[src/rtl/cellrv32_sdi_bridge.sv]
// SDI command bridge: turns the received SPI byte stream into single-word bus
// accesses and returns status/read-data bytes through the SDI TX FIFO.
module cellrv32_sdi_bridge #(
    parameter int TIMEOUT_CYC = 255
) (
    input  logic        clk_i,
    input  logic        rstn_i,
    input  logic        frame_i,
    input  logic [7:0]  rx_data_i,
    input  logic        rx_valid_i,
    input  logic        tx_free_i,
    output logic [7:0]  tx_data_o,
    output logic        tx_we_o,
    output logic [31:0] bus_addr_o,
    output logic [31:0] bus_wdata_o,
    output logic [3:0]  bus_ben_o,
    output logic        bus_we_o,
    output logic        bus_re_o,
    input  logic [31:0] bus_data_i,
    input  logic        bus_ack_i,
    input  logic        bus_err_i,
    output logic        busy_o
);

    typedef enum logic [2:0] {
        S_IDLE  = 3'd0,
        S_ADDR  = 3'd1,
        S_WDATA = 3'd2,
        S_BUS   = 3'd3,
        S_RESP  = 3'd4
    } state_t;

    localparam logic [15:0] TMO_LAST = 16'(TIMEOUT_CYC - 1);

    state_t      state_q, state_d;
    logic [1:0]  cnt_q, cnt_d;
    logic        is_rd_q, is_rd_d;
    logic [31:0] addr_q, addr_d;
    logic [31:0] wdata_q, wdata_d;
    logic [31:0] rdata_q, rdata_d;
    logic [7:0]  stat_q, stat_d;
    logic        stat_sent_q, stat_sent_d;
    logic        drop_q, drop_d;
    logic [15:0] tmo_q, tmo_d;
    logic        we_q, we_d;
    logic        re_q, re_d;
    logic        tx_we_s;
    logic        done_s;

    // Next-state logic for command parsing, bus access and response push.
    always_comb begin
        state_d     = state_q;
        cnt_d       = cnt_q;
        is_rd_d     = is_rd_q;
        addr_d      = addr_q;
        wdata_d     = wdata_q;
        rdata_d     = rdata_q;
        stat_d      = stat_q;
        stat_sent_d = stat_sent_q;
        drop_d      = drop_q;
        tmo_d       = tmo_q;
        we_d        = 1'b0;
        re_d        = 1'b0;
        tx_we_s     = 1'b0;
        done_s      = 1'b0;
        case (state_q)
            S_IDLE: begin
                cnt_d       = 2'd0;
                tmo_d       = 16'd0;
                drop_d      = 1'b0;
                stat_sent_d = 1'b0;
                if (rx_valid_i) begin
                    case (rx_data_i)
                        8'h01: begin is_rd_d = 1'b0; state_d = S_ADDR; end
                        8'h02: begin is_rd_d = 1'b1; state_d = S_ADDR; end
                        8'h03: begin is_rd_d = 1'b0; stat_d = 8'hA5; state_d = S_RESP; end
                        default: begin is_rd_d = 1'b0; stat_d = 8'hE3; state_d = S_RESP; end
                    endcase
                end else begin
                    state_d = S_IDLE;
                end
            end
            S_ADDR: begin
                if (!frame_i) begin
                    state_d = S_IDLE;
                end else if (rx_valid_i) begin
                    addr_d = {addr_q[23:0], rx_data_i};
                    cnt_d  = cnt_q + 2'd1;
                    if (cnt_q == 2'd3) begin
                        if (is_rd_q) begin
                            state_d = S_BUS;
                            re_d    = 1'b1;
                        end else begin
                            state_d = S_WDATA;
                        end
                    end else begin
                        state_d = S_ADDR;
                    end
                end else begin
                    state_d = S_ADDR;
                end
            end
            S_WDATA: begin
                if (!frame_i) begin
                    state_d = S_IDLE;
                end else if (rx_valid_i) begin
                    wdata_d = {wdata_q[23:0], rx_data_i};
                    cnt_d   = cnt_q + 2'd1;
                    if (cnt_q == 2'd3) begin
                        state_d = S_BUS;
                        we_d    = 1'b1;
                    end else begin
                        state_d = S_WDATA;
                    end
                end else begin
                    state_d = S_WDATA;
                end
            end
            S_BUS: begin
                tmo_d  = (tmo_q == 16'hFFFF) ? tmo_q : tmo_q + 16'd1;
                drop_d = drop_q | ~frame_i;
                // Error outranks ack when both arrive together.
                if (bus_err_i) begin
                    stat_d  = 8'hE1;
                    rdata_d = 32'h0000_0000;
                    done_s  = 1'b1;
                end else if (bus_ack_i) begin
                    stat_d  = 8'hA5;
                    rdata_d = is_rd_q ? bus_data_i : 32'h0000_0000;
                    done_s  = 1'b1;
                end else if (tmo_q >= TMO_LAST) begin
                    stat_d  = 8'hE2;
                    rdata_d = 32'h0000_0000;
                    done_s  = 1'b1;
                end else begin
                    done_s  = 1'b0;
                end
                if (done_s) begin
                    stat_sent_d = 1'b0;
                    cnt_d       = 2'd0;
                    state_d     = (drop_q || !frame_i) ? S_IDLE : S_RESP;
                end else begin
                    state_d = S_BUS;
                end
            end
            S_RESP: begin
                tx_we_s = tx_free_i;
                if (tx_free_i) begin
                    if (!stat_sent_q) begin
                        stat_sent_d = 1'b1;
                        state_d     = is_rd_q ? S_RESP : S_IDLE;
                    end else begin
                        rdata_d = {rdata_q[23:0], 8'h00};
                        cnt_d   = cnt_q + 2'd1;
                        state_d = (cnt_q == 2'd3) ? S_IDLE : S_RESP;
                    end
                end else begin
                    state_d = S_RESP;
                end
            end
            default: begin
                state_d = S_IDLE;
            end
        endcase
    end

    // State and datapath registers.
    always_ff @(posedge clk_i or negedge rstn_i) begin
        if (!rstn_i) begin
            state_q     <= S_IDLE;
            cnt_q       <= 2'd0;
            is_rd_q     <= 1'b0;
            addr_q      <= 32'h0000_0000;
            wdata_q     <= 32'h0000_0000;
            rdata_q     <= 32'h0000_0000;
            stat_q      <= 8'h00;
            stat_sent_q <= 1'b0;
            drop_q      <= 1'b0;
            tmo_q       <= 16'd0;
            we_q        <= 1'b0;
            re_q        <= 1'b0;
        end else begin
            state_q     <= state_d;
            cnt_q       <= cnt_d;
            is_rd_q     <= is_rd_d;
            addr_q      <= addr_d;
            wdata_q     <= wdata_d;
            rdata_q     <= rdata_d;
            stat_q      <= stat_d;
            stat_sent_q <= stat_sent_d;
            drop_q      <= drop_d;
            tmo_q       <= tmo_d;
            we_q        <= we_d;
            re_q        <= re_d;
        end
    end

    // tx_we_o must follow tx_free_i in the same cycle so a full FIFO never sees a write.
    assign tx_we_o     = tx_we_s;
    assign tx_data_o   = (state_q != S_RESP) ? 8'h00 :
                         (stat_sent_q ? rdata_q[31:24] : stat_q);
    assign bus_addr_o  = {addr_q[31:2], 2'b00};
    assign bus_wdata_o = wdata_q;
    assign bus_ben_o   = (state_q == S_BUS) ? 4'b1111 : 4'b0000;
    assign bus_we_o    = we_q;
    assign bus_re_o    = re_q;
    assign busy_o      = (state_q != S_IDLE);

endmodule

[config.mk]
export PLATFORM = sky130hd
export DESIGN_NAME = cellrv32_sdi_bridge
export DESIGN_NICKNAME = d
export VERILOG_FILES = /design/src/rtl/cellrv32_sdi_bridge.sv
export SDC_FILE = /design/constraint.sdc
export NUM_CORES = 1
export LEC_CHECK = 0
export ABC_AREA = 1
export CAP_MARGIN = 10
export CORE_MARGIN = 5
export CORE_UTILIZATION = 52
export DETAILED_ROUTE_END_ITERATION = 10
export HOLD_SLACK_MARGIN = 0.06
export PLACE_DENSITY = 0.86
export SLEW_MARGIN = 20
export SYNTH_ARGS = -nofsm -noshare
export SYNTH_HDL_FRONTEND = slang
export SYNTH_SLANG_ARGS = --single-unit
[constraint.sdc]
create_clock -name clk_i -period 1.91 [get_ports clk_i]
set_input_delay 0.382 -clock clk_i [delete_from_list [all_inputs] [get_ports clk_i]]
set_output_delay 0.382 -clock clk_i [all_outputs]
set_load 0.03 [all_outputs]
# ---- Yosys cells after proc, flatten, opt, wreduce, memory -nomap -nowiden
# Index checks and enable logic that the tools add are counted.
dict set report word_totals {
  regBits 130
  input_bits 47
  output_inout_bits 80
  elab_cells 113
}
dict set report op_classes {
  n_addsub 2
  n_lt_le_gt_ge 1
  n_eq_ne 19
  muxes 59
  n_bitwise 2
  reduce_logical 18
}
# op n
set ops {}
lappend ops {{$mux 32} 6}
lappend ops {{$pmux 32 s2} 1}
lappend ops {{$mux 8} 6}
lappend ops {{$mux 3} 13}
lappend ops {{$pmux 16 s2} 1}
lappend ops {{$pmux 8 s2} 2}
lappend ops {{$mux 1} 19}
lappend ops {{$add 16x1->16 const B} 1}
lappend ops {{$eq 16x16->1 const B} 1}
lappend ops {{$eq 8x2->1 const B} 2}
lappend ops {{$ge 16x8->1 const B} 1}
lappend ops {{$mux 16} 1}
lappend ops {{$pmux 3 s5} 1}
lappend ops {{$ne 2x2->1 const B} 6}
lappend ops {{$mux 2} 5}
lappend ops {{$reduce_and 3->1} 3}
lappend ops {{$eq 8x1->1 const B} 1}
lappend ops {{$pmux 2 s4} 1}
lappend ops {{$reduce_and 4->1} 2}
lappend ops {{$eq 3x2->1 const B} 2}
lappend ops {{$reduce_and 6->1} 1}
lappend ops {{$reduce_bool 3->1} 2}
lappend ops {{$mux 4} 1}
lappend ops {{$ne 2x1->1 const B} 2}
lappend ops {{17 further kinds} 20}

# ---- Longest topological paths before layout
# Gate-level depths: netlist of the first run.
dict set report logic_depth {
  depth_word 7
  depth_mapped 10
  mapped_depth_nobuf 10
}

# ---- Least setup slack after synthesis of the first run
# OpenSTA, ideal clock, no wires.
dict set report synth_timing {
  path_kind {reg2out}
  startpoint {register state_q[1]}
  endpoint {output tx_data_o[0]}
  arrival_ns 1.576
  required_ns 1.528
  slack_ns -0.048
  path_stages_with_launch 8
  path_buffers 2
  path_cell_list {dfrtp_1 nor2_2 inv_2 nor2_8 inv_2 buf_6 buf_4 a21oi_1}
}
dict set report synth_between {
  elab_chain_len 2
}
# element line_no
set synth_rtl {}
lappend synth_rtl {{from (decl)} 35} ;# state_t state_q, state_d;
lappend synth_rtl {{from (signal assigned)} 183} ;# state_q <= state_d;
lappend synth_rtl {{$ne 3x3->1} 200} ;# assign tx_data_o = (state_q != S_RESP) ? 8'h00 :
lappend synth_rtl {{$mux 8} 200}
lappend synth_rtl {{to (decl)} 12} ;# output logic [7:0] tx_data_o,
# No other way between the ends.

# ---- Worst setup path in the final report of the first run
dict set report layout_timing {
  startpoint {register state_q[0]}
  endpoint {output tx_data_o[1]}
}
# Same word-level chain as after synthesis.

==> results list, run 1 <==
* DRC violation total after the first TritonRoute iteration: 530
* Starting density of the core: 52.8%
- Pin placement for this block handled 127 I/O pins.
- CTS HTree Levels: 4
* Final Non-Filler Cells: 1054
- For this run, the number of Yosys warnings is 0.
- Hold Fails Final Rpt: 0
- Yosys reg bits: 127
* P_int: 6700 µW
* Register-to-Register Setup Slack: 0.12 ns
- Clock-pin slew of the registers on the worst-case setup and hold paths: 0.06 ns
- Number of distinct library cells after synthesis: 32
- Row count: 40
* Share of the clock period used by the worst path: 105%
- Routed wire length: 15.7 mm
* Via count of the first global-routing pass: 5381
- Clock tree synthesis found a total of 127 sinks.
* Post-placement worst setup slack: -0.116 ns
- Overflow after GRT: 0
- Global-route wire length before repair: 25.6 mm
- GRT Total Usage: 22.4%
- The final-report max-slew violation count was 0.
* Maximum clock frequency: 0.500 GHz
- For this run, the detailed router's first-pass iteration total came to 5.
- The repair_antennas step left the layout with diodes totalling 0.
- After the last flow step, the layout net total stands at 944.
- The count of nets left with antenna violations once routing finished came out at 0.
- Setup ws final: -0.0913 ns
- Type of destination of the critical path: primary output
- For the worst setup path, the data required time is 1.53 ns.
- Averaged over all synthesized cells, the footprint is 8.26 µm².
- Setup repair after global routing could not meet its margin everywhere.
- Final hold slack: 0.427 ns
* Status: complete, but fails checks
* Placed Area: 7600 µm²
- Cell at the root of the clock tree: clkbuf_16
* Critical path arrival: 1.62 ns
- The tool flagged a number of max-cap violations equal to 0.
- Placed wire-length estimate after detailed placement: 10.4 mm
- FILL cells: 830
- In this run the power spent charging and discharging nets is 3250 µW.
- The count of buffers added on input and output ports is 124.
- Final estimated routing congestion in global placement: 0.905
* Sw Ratio: 32.7%
- By area the synthesized netlist is led by dfrtp_1 50%, nand2_1 16%, o21ai_0 5.2%.
- Largest net degree at the start of global routing: 51
* Area leader, netlist: dfrtp_1
- Highest fanout seen on the critical path: 6
- Setup violations remaining at the end of the flow were counted as 7.
* Post-DR vias/cell: 5.21
- Overall die height: 120 µm
- Failing checks: setup timing
- Growth of design area from synthesis to finish: 36.6%
- Longest Clk Path Bufs: 2
* Path class of the lowest-slack min-delay path: primary input to async pin
- Multi-input logic area: 2560 µm²
* Cell Area, Synth: 6320 µm²
* Clock tree from TritonCTS: done
* Setup crit start kind: register
- Once layout is done, the placed cells without fillers occupy 8630 µm².
* Tmin final: 2.00 ns
* Power per Cell Area: 1150 nW/µm²
- Utilization after layout: 72.2%
- Summing all flip-flop and latch instances after layout gives 3180 µm².
* Core ar.: 12000 µm²
* Die width: 120 µm
* Combinational group share of total power: 32.7%
* Fraction of layout cells with a size suffix above 1: 17.0%
- DRC: 0
- CP Class: register to primary output
- Counting every instance in the synthesized netlist gives 765.
- IR drop worst, VDD: 0.763 mV
- Leakage: 0.00445 µW
- Area share of the largest cell type after synthesis: 50.3%
- Clock latency on the worst-skew pair, taken at its later pin, is 0.43 ns.
* DIE AREA: 14500 µm²
- In the final routed layout, each cell accounts on average for 14.9 µm.
* Clock buffer count from CTS: 17
* Instance count after placement with tap cells included: 1002
* Clock group share of total power: 34.6%
* Total vias in the final route: 5487
- Sequential cells account for 32.7% of the total power.
- Final Skew: 0.0104 ns
- Sequential element share of the synthesized area: 50.3%
- Antenna violations before repair: 0
-- kinds of logic after synthesis --
kind of cell / after synthesis / synth area share (%)
other cells: 1 / 0.0593
mux: 8 / 1.43
compound gates: 128 / 11.0
buf+inv: 117 / 10.5
simple gates: 375 / 25.2
xor+xnor: 6 / 0.832
flops: 127 / 50.3
fa+ha+maj: 3 / 0.594
-- critical path, stage by stage (launching register included) --
cell and delay [ns]:
dfrtp_1 0.39, nor2_2 0.13, inv_2 0.08, nor2_8 0.11, inv_4 0.05, buf_12 0.14, a21oi_4 0.15, buf_6 0.15
-- registers in the layout, summed over array words and instances, names as in the netlist --
name         count
addr_q          32
bus_re_o         1
bus_wdata_o     32
tmo_q           16
bus_we_o         1
state_q          3
rdata_q         32
drop_q           1
stat_sent_q      1
stat_q           5
cnt_q            2
is_rd_q          1
-- power groups by stage --
stage / clock network, µW / registers [µW] / logic (µW)
global route: 3610 / 3280 / 3570
finish: 3440 / 3250 / 3260
detailed placement: 0 / 3280 / 2600
CTS: 3470 / 3240 / 3060
global placement: 0 / 3270 / 2540
floorplan: 0 / 3260 / 1910
-- layout make-up --
class | instances | area share, %
Multi-Input combinational cell | 522 | 29.7
Inverter | 50 | 2.31
Tap cell | 147 | 2.13
Clock inverter | 8 | 1.45
Timing Repair Buffer | 176 | 21.6
Sequential cell | 127 | 36.8
Clock buffer | 24 | 5.93
-- what timing repair did --
action,in CTS,in global routing
resized for setup,50,34
buffers inserted,9,9
hold buffers,1,0
cloned,1,0
endpoints found under the hold margin,24,0
pin swaps,4,3
setup endpoints to repair,15,39
-- placed cells by master (no fill, tap or decap), drive strengths merged, types with 5 or more instances in the layout --
cell type	count
nand4	5
inv	50
dfrtp	127
nor2	59
clkdlybuf4s50	85
a21oi	14
mux2	8
nand2	269
o21ai	108
xor2	5
nand3	39
clkbuf	24
dlymetal6s2s	23
buf	65
-- path summary, 6_finish.rpt --
| path | cells after the start | end | startpoint |
|---|---|---|---|
| max reg2reg | 8 | rdata_q[30]$_DFFE_PN0P_ | stat_sent_q$_DFFE_PN0P_ |
| max in group asynchronous | 3 | tmo_q[8]$_DFFE_PN0P_ | rstn_i |
| min reg2reg | 2 | bus_wdata_o[29]$_DFFE_PN0P_ | bus_wdata_o[29]$_DFFE_PN0P_ |
| max | 7 | tx_data_o[1] | state_q[0]$_DFF_PN0_ |
| min in group clk_i | 2 | bus_wdata_o[29]$_DFFE_PN0P_ | bus_wdata_o[29]$_DFFE_PN0P_ |
| min | 2 | bus_wdata_o[26]$_DFFE_PN0P_ | rstn_i |
-- synthesized netlist by cell type, drive strengths merged --
cell	n
nor2	59
o211ai	2
nor3	3
a21oi	14
mux2	8
o21bai	2
dfrtp	127
o21ai	108
o221ai	1
buf	55
clkbuf	12
xor2	5
ha	3
xnor2	1
nand2	269
a21boi	1
nand4	5
inv	50
conb	1
nand3	39
-- layer usage --
metal	part of all wire, %	vias to the layer above	track usage [%]	wire length, µm
li1	-	2671	-	-
met1	41	2593	26.8	6520
met2	49	193	37.6	7780
met3	6.7	30	6.45	1060
met4	2.4	0	9.99	378
met5	0	-	0	0
-- through the flow --
step           total power, µW  TNS (ns)
6_report                  9950    -0.435
5_1_grt                  10500     -1.01
4_1_cts                   9770    -0.544
3_3_place_gp              5800   -0.0155
2_1_floorplan             5170    -0.194
3_5_place_dp              5870    -0.353
Note: power is estimated with default switching activity, not from simulation.
==> inputs of run 2 (changes only) <==
--- a/config.mk
+++ b/config.mk
@@ -9,6 +9,7 @@
 export CAP_MARGIN = 10
 export CORE_MARGIN = 5
 export CORE_UTILIZATION = 52
+export CTS_CLUSTER_SIZE = 20
 export DETAILED_ROUTE_END_ITERATION = 10
 export HOLD_SLACK_MARGIN = 0.06
 export PLACE_DENSITY = 0.86
==> results of run 2 <==
Same layout as run 1: the final DEF is identical, and so are final timing and power.
==> inputs of run 3 (changes only) <==
--- a/config.mk
+++ b/config.mk
@@ -6,7 +6,7 @@
 export NUM_CORES = 1
 export LEC_CHECK = 0
 export ABC_AREA = 1
-export CAP_MARGIN = 10
+export CAP_MARGIN = 40
 export CORE_MARGIN = 5
 export CORE_UTILIZATION = 52
 export CTS_CLUSTER_SIZE = 20
==> results of run 3 <==
Same layout as run 1: the final DEF is identical, and so are final timing and power.
